$ cat config.mk
export PLATFORM = sky130hd
export DESIGN_NAME = fwd_hazard_scheduler
export DESIGN_NICKNAME = d
export VERILOG_FILES = /design/src/rtl/fwd_hazard_scheduler.sv
export SDC_FILE = /design/constraint.sdc
export NUM_CORES = 1
export LEC_CHECK = 0
export BUFFER_PORTS_ARGS = -buffer_cell sky130_fd_sc_hd__buf_2
export CAP_MARGIN = 15
export CORE_UTILIZATION = 25
export DETAILED_ROUTE_END_ITERATION = 10
export GPL_ROUTABILITY_DRIVEN = 1
export SYNTH_ARGS = -nofsm -noshare
export SYNTH_HDL_FRONTEND = slang
export SYNTH_SLANG_ARGS = --single-unit
export TNS_END_PERCENT = 1
$ cat constraint.sdc
create_clock -name clk -period 2.5 [get_ports clk]
set_clock_uncertainty 0.1 [all_clocks]
set_input_delay 0.5 -clock clk [delete_from_list [all_inputs] [get_ports clk]]
set_output_delay 0.5 -clock clk [all_outputs]
set_load 0.01 [all_outputs]
$ cat src/rtl/fwd_hazard_scheduler.sv
// fwd_hazard_scheduler: issue-stage scheduler for the operand-forwarding network.
// It tracks destination writes in flight across ForwardDepth stages (stage 0 =
// issued last cycle). For each operand it picks the youngest producer that can
// forward, or the register file when there is none. When the youngest producer's
// result is not yet forwardable, it holds in_ready low and inserts bubbles.
//
// Ports:
//   clk, rst            clock; asynchronous active-high reset
//   pipe_en             downstream advance enable (0 freezes the tracker)
//   flush               synchronous invalidate of every in-flight entry
//   in_valid/in_ready   issue handshake
//   in_rs_a, in_rs_b    source operands
//   in_rd, in_rd_we     destination register and its write enable
//   in_lat              cycles from issue until the result is forwardable
//   fwd_a_sel/fwd_b_sel one-hot forward select (all-zero = register file)
//   stall               in_valid && hazard
//   stall_count         saturating count of stall cycles

// Per-operand pick: youngest matching entry, and whether it can forward yet.
module fwd_operand_pick #(
  parameter int ForwardDepth = 3,
  parameter int RegAddrWidth = 3,
  parameter int LatWidth     = 2
) (
  input  logic [ForwardDepth-1:0]                   vldPipe,
  input  logic [ForwardDepth-1:0][RegAddrWidth-1:0] rdPipe,
  input  logic [ForwardDepth-1:0][LatWidth-1:0]     latPipe,
  input  logic [RegAddrWidth-1:0]                   rs,
  output logic [ForwardDepth-1:0]                   sel,
  output logic                                      hazard
);
  logic found;

  // Scan from youngest to oldest. The first match decides the outcome, so an
  // older producer of the same register is never selected.
  always_comb begin
    sel    = '0;
    hazard = 1'b0;
    found  = 1'b0;
    for (int i = 0; i < ForwardDepth; i++) begin
      if (!found && vldPipe[i] && rdPipe[i] == rs) begin
        found = 1'b1;
        if (i + 1 >= int'(latPipe[i])) sel[i] = 1'b1;
        else                           hazard = 1'b1;
      end
    end
  end
endmodule

module fwd_hazard_scheduler #(
  parameter  int ForwardDepth  = 3,
  parameter  int RegisterCount = 8,
  parameter  int LatWidth      = $clog2(ForwardDepth + 1),
  localparam int RegAddrWidth  = $clog2(RegisterCount)
) (
  input  logic                    clk,
  input  logic                    rst,
  input  logic                    pipe_en,
  input  logic                    flush,
  input  logic                    in_valid,
  output logic                    in_ready,
  input  logic [RegAddrWidth-1:0] in_rs_a,
  input  logic [RegAddrWidth-1:0] in_rs_b,
  input  logic [RegAddrWidth-1:0] in_rd,
  input  logic                    in_rd_we,
  input  logic [LatWidth-1:0]     in_lat,
  output logic [ForwardDepth-1:0] fwd_a_sel,
  output logic [ForwardDepth-1:0] fwd_b_sel,
  output logic                    stall,
  output logic [15:0]             stall_count
);
  localparam int NumOps = 2;

  logic [ForwardDepth-1:0]                   vldPipe;
  logic [ForwardDepth-1:0][RegAddrWidth-1:0] rdPipe;
  logic [ForwardDepth-1:0][LatWidth-1:0]     latPipe;

  logic [NumOps-1:0][RegAddrWidth-1:0] rsOp;
  logic [NumOps-1:0][ForwardDepth-1:0] selOp;
  logic [NumOps-1:0]                   hazOp;
  logic                                hazard;
  logic [LatWidth-1:0]                 latSat;

  assign rsOp = {in_rs_b, in_rs_a};

  for (genvar g = 0; g < NumOps; g++) begin : gOp
    fwd_operand_pick #(
      .ForwardDepth(ForwardDepth),
      .RegAddrWidth(RegAddrWidth),
      .LatWidth    (LatWidth)
    ) uPick (
      .vldPipe(vldPipe),
      .rdPipe (rdPipe),
      .latPipe(latPipe),
      .rs     (rsOp[g]),
      .sel    (selOp[g]),
      .hazard (hazOp[g])
    );
  end

  assign fwd_a_sel = selOp[0];
  assign fwd_b_sel = selOp[1];
  assign hazard    = |hazOp;
  assign stall     = in_valid && hazard;
  assign in_ready  = pipe_en && !hazard && !flush;

  // A latency of 0 behaves as 1. Anything beyond the depth can only forward
  // from the last stage.
  always_comb begin
    latSat = in_lat;
    if (in_lat == '0)                      latSat = LatWidth'(1);
    else if (int'(in_lat) > ForwardDepth)  latSat = LatWidth'(ForwardDepth);
  end

  // Only the valid bits need clearing on a flush; stale rd/lat fields are
  // ignored while their valid bit is low.
  always_ff @(posedge clk or posedge rst) begin
    if (rst) begin
      vldPipe <= '0;
      rdPipe  <= '0;
      latPipe <= '0;
    end else if (flush) begin
      vldPipe <= '0;
    end else if (pipe_en) begin
      for (int i = ForwardDepth - 1; i >= 1; i--) begin
        vldPipe[i] <= vldPipe[i-1];
        rdPipe[i]  <= rdPipe[i-1];
        latPipe[i] <= latPipe[i-1];
      end
      vldPipe[0] <= in_valid && in_ready && in_rd_we;
      rdPipe[0]  <= in_rd;
      latPipe[0] <= latSat;
    end
  end

  always_ff @(posedge clk or posedge rst) begin
    if (rst)
      stall_count <= '0;
    else if (pipe_en && stall && !flush && stall_count != 16'hFFFF)
      stall_count <= stall_count + 16'd1;
  end
endmodule
Yosys cells after proc, flatten, opt, wreduce, memory -nomap -nowiden. Cells that the tools add are included.

Multiplexer cells: 22. Bitwise gates (word level): 1. Divide/modulo/power cells: 0. Equality and inequality tests: 7. $lt $le $gt $ge: 2. Reduce and logical (&&, ||, !) cells: 28. Shift-type cells: 0. Add/sub/neg operators: 1. $mul: 0.

Operators by type and width (count): two-way mux 1 bit (19); equality test 3 bit (6); logical AND 1 bit (18); adder 16 x 1 -> 16 bit, second input constant (1); != test 16 bit, second input constant (1); logical NOT 1 bit (6); two-way mux 3 bit (2); greater-or-equal comparator 1 x 2 -> 1 bit, first input constant (1); greater-or-equal comparator 2 bit, first input constant (1); logical NOT 2 bit (1); two-way mux 2 bit (1); AND reduction 2 bit (1); nonzero test 2 bit (1); OR reduction 2 bit (1); NOT 1 bit (1).

Register bits: 32. Memories kept: 0. Memory bits (read-only): 0. Output and inout bits: 24. Bits in latches: 0. Memory bits (writable): 0.

Logic depth before layout (Yosys ltp).
Depth in word-level cells: 15. Depth in mapped cells: 8.

Modules after synthesis. Synthesis repeated with hierarchy kept, for this count alone.

Cells, all modules: 190. Area, all modules: 1783.0 um^2.

By module, submodules not included: fwd_hazard_scheduler (area an instance 1472.7 um^2, cells each 150, instances 1); fwd_operand_pick (area an instance 155.1 um^2, cells each 20, instances 2).

Worst setup path before layout. Ideal clock, no wire load.

Path type: in2out. Start point: input in_rs_b[1]. End point: output in_ready. Slack: 0.171 ns. Arrival: 1.729 ns. Cell stages on the path: 6. Cells stage by stage: xnor2_1 nand4_1 a22o_1 a32oi_4 buf_6 and2_1.

Cells in the longest elaborated chain, start to end: 11. Elaborated cells between the ends (all ways): 14. Those cells by class: eq/ne (2); mux (4); reduce/logical (8).

RTL lines: start: declaration (line 63) `input logic [RegAddrWidth-1:0] in_rs_b,`; equality test 3 bit (line 41) `if (!found && vldPipe[i] && rdPipe[i] == rs) begin`; logical AND 1 bit (line 41); two-way mux 1 bit (line 41); logical NOT 1 bit (line 41); logical AND 1 bit (2 in series) (line 41); two-way mux 1 bit * (line 41); OR reduction 2 bit * (line 103) `assign hazard = |hazOp;`; logical NOT 1 bit * (line 105) `assign in_ready = pipe_en && !hazard && !flush;`; logical AND 1 bit * (2 in series) (line 105); end: declaration (line 61) `output logic in_ready,`.

Mark *: on every way between the ends. The rest lies on a longest branch, timed or not.

Worst setup path after layout.
Start point: register rdPipe[0] in the netlist's numbering. End point: output in_ready.

Cells in the longest elaborated chain, start to end: 11. Elaborated cells between the ends (all ways): 22. Those cells by class: eq/ne (2); mux (8); reduce/logical (12).

RTL lines: start: declaration (line 75) `logic [ForwardDepth-1:0][RegAddrWidth-1:0] rdPipe;`; start signal: indexed assignment (line 127) `rdPipe[i] <= rdPipe[i-1];`; equality test 3 bit (line 41); logical AND 1 bit (line 41); two-way mux 1 bit (line 41); logical NOT 1 bit (line 41); logical AND 1 bit (2 in series) (line 41); two-way mux 1 bit (line 41); OR reduction 2 bit * (line 103); logical NOT 1 bit * (line 105); logical AND 1 bit * (2 in series) (line 105).

Marks and branches as above.

==> summary.md <==
| Metric | Value |
|---|---|
| Status | `complete, but fails checks` |
| Failing checks | `DRC` |
| Crit end category | `output pin` |
| Via count | `1281` |
| Post-Syn Area per Cell | `11.1 µm²` |
| Worst Path Class, Setup | `reg -> out` |
| Yosys reg bits | `32` |
| Cell Area, Synth | `1680 µm²` |
| Net Count, Synth | `169` |
| Total power | `1330 µW` |
| Worst-margin pin slew | `0.423 ns` |
| Max transition margin | `0.718` |
| Largest area contributor in the netlist | `dfrtp_1` |
| Crit-path max FO | `4` |
| Syn. warnings | `0` |
| Clock slew at reported path FFs | `0.07 ns` |
| Post-DP HPWL | `2680 µm` |
| R2R setup slack | `0.39 ns` |
| Slowest stage cell, crit path | `dfrtp_1` |
| Fin crit share | `0.956` |
| Antenna diode count | `0` |
| Top cell type's share of synthesized area | `0.476` |
| Gr usage total | `0.111` |
| RSZ-0062 raised after global routing | `true` |
| Largest cells by area after synthesis | `dfrtp_1 48%, xnor2_1 9.4%, mux2_2 8.0%` |
| Sequential area share after synthesis | `0.476` |
| Number of enable flip-flop cells after synthesis | `0` |
| RR Startpoint | `rdPipe[4]` |
| Hold WC Path Type | `in -> async` |
| Die ar. | `7060 µm²` |
| Maxcap violations | `0` |
| Async set or reset register ratio after synthesis | `1.00` |
| DR iter-0 viols | `48` |
| Global-route wire length before repair | `6090 µm` |
| CP Launch Type | `flip-flop` |
| Area Overhead vs Synth | `27.5%` |
| Final wirelength | `3570 µm` |
| Std-Cell Rows | `29` |
| Starting Density | `0.262` |
| Ys flop type | `dfrtp_1` |
| Fmax | `418 MHz` |
| Endpoints failing hold | `0` |
| CP arrival | `1.79 ns` |
| Die Y | `84.0 µm` |
| Worst-case reg-to-reg path depth | `7` |
| Final nets | `219` |
| CTS max path bufs | `2` |
| Number of setup violations in the final report | `0` |
| Clock sinks | `32` |
| R2R Path End | `stall_count[7]` |
| Total gr overflow | `0` |
| Drt first pass iters | `6` |
| Routed Antenna Nets | `0` |
| Worst skew pair latency | `0.28 ns` |
| CTS Buf Count | `5` |
| IO Count | `41` |
| Power Density | `618 nW/µm²` |
| Syn Inst Count | `151` |
| Worst EP required | `1.90 ns` |
| TritonCTS clock tree | `yes` |
| CTS Hold Buffers Added | `0` |
| Leakage power | `0.00105 µW` |
| Crit path cell chain | `xnor2_1 > nand4_1 > a22o_1 > a32oi_4 > and2_4 > buf_6` |
| Die X | `84.0 µm` |
| Number of global-route vias before repair | `1239` |
| Wire per inst | `12.8 µm` |
| Final core occ | `0.334` |
| Max-slew violations | `0` |
| DRC errors left | `3` |
| Total core area | `6420 µm²` |
| Layout cell share with drive strength beyond 1 | `0.376` |
| RD Place Congestion | `0.788` |
| Buffers on Ports | `40` |
| FILL cells | `657` |
| Largest net degree at the start of global routing | `33` |
| Synth cell types | `34` |
| CTS H-tree lvls | `2` |
| Max VDD drop | `0.297 mV` |
| Initial antenna violation count | `0` |
| CP max stage delay | `0.42 ns` |
| Drt via density | `4.59` |
| Clk root buf | `clkbuf_8` |
| Minimum clock period | `2.39 ns` |
==> through the flow <==
step,hold WS (ns),setup WS [ns],instances,instance area [µm²],TNS (ns)
floorplan,0.380,0.171,151,1680,0
global placement,0.371,0.132,269,2000,0
detailed placement,0.386,0.128,269,2000,0
CTS,0.201,0.0109,277,2100,0
global route,0.253,-0.00537,279,2140,-0.00537
finish,0.189,0.110,279,2140,0
==> cells by family (layout without fill, tap and decap cells) <==
kind of cell	count (synthesis)	in the layout	share of synthesized area
flops	32	32	0.476
compound gates	7	7	0.0439
simple gates	56	56	0.181
fa+ha+maj	1	1	0.00744
buf+inv	7	58	0.0208
mux	15	15	0.0990
xor+xnor	33	33	0.172
==> power by group <==
| part | internal [µW] | switching (µW) |
|---|---|---|
| sequential | 569 | 63.0 |
| clock | 296 | 193 |
| combinational | 124 | 80.6 |
| total | 989 | 337 |
==> placed cells by master (no fill, tap or decap), types with 2 or more instances in the layout <==
master and n:
a21oi_1 3, and3_1 2, buf_2 39, buf_4 8, clkbuf_8 5, dfrtp_1 31
inv_1 2, mux2_2 12, mux2i_1 2, nand2_1 13, nand3_1 2, nand4_1 7
nor2_1 7, nor2b_1 2, nor3_1 6, nor3b_1 3, nor4_1 6, xnor2_1 16
xnor2_2 2, xor2_1 15
==> repair_timing <==
item	CTS	global route
setup endpoints to repair	0	2
resized for setup	0	5
buffers inserted	0	2
==> cell type report <==
class | instances | area (µm²) | share of cell area
clock buffers | 6 | 72.6 | 0.0339
clock inverters | 2 | 35.0 | 0.0163
inverters | 2 | 7.51 | 0.00350
multi-input cells | 112 | 863 | 0.403
flip-flops and latches | 32 | 802 | 0.374
well taps | 77 | 96.3 | 0.0450
repair buffers | 48 | 267 | 0.124
==> synth_stat cells, types with 3 or more instances <==
cell type / instances
dfrtp_1: 32
nor4_1: 6
a21oi_1: 3
nor3b_1: 3
nor3_1: 6
xor2_1: 15
mux2_2: 12
nor2_1: 7
nand4_1: 7
xnor2_1: 18
nand2_1: 13
==> routing by layer <==
metal  GRT usage  vias to the layer above  share of wire
met1       0.139                      619           0.47
li1            -                      629              -
met3      0.0366                        5          0.055
met2       0.177                       28           0.46
met4      0.0376                        0          0.013
met5           0                        -              0
==> how the worst max path moves through the flow <==
stage | from | endpoint | slack, ns | cells after the start
CTS | rdPipe[3] | in_ready | 0.01 | 6
detailed placement | in_rs_a[0] | in_ready | 0.13 | 7
global placement | in_rs_b[0] | in_ready | 0.13 | 7
finish | rdPipe[0] | in_ready | 0.11 | 6
global route | rdPipe[2] | in_ready | -0.005 | 6
floorplan | in_rs_b[1] | in_ready | 0.17 | 6
==> state kept, by name, summed over array words and instances (netlist names) <==
register / count
latPipe: 4
rdPipe: 9
stall_count: 16
vldPipe: 3
==> critical path: cells and delay by family (launching register included) <==
kind | cells | cell delay (ns)
AOI/OAI and AO/OA | 2 | 0.51
DFF | 1 | 0.42
and+or+nand+nor | 2 | 0.32
xor gates and xnor gates | 1 | 0.17
buffers and inverters | 1 | 0.09
(Power assumes the default switching activity.)
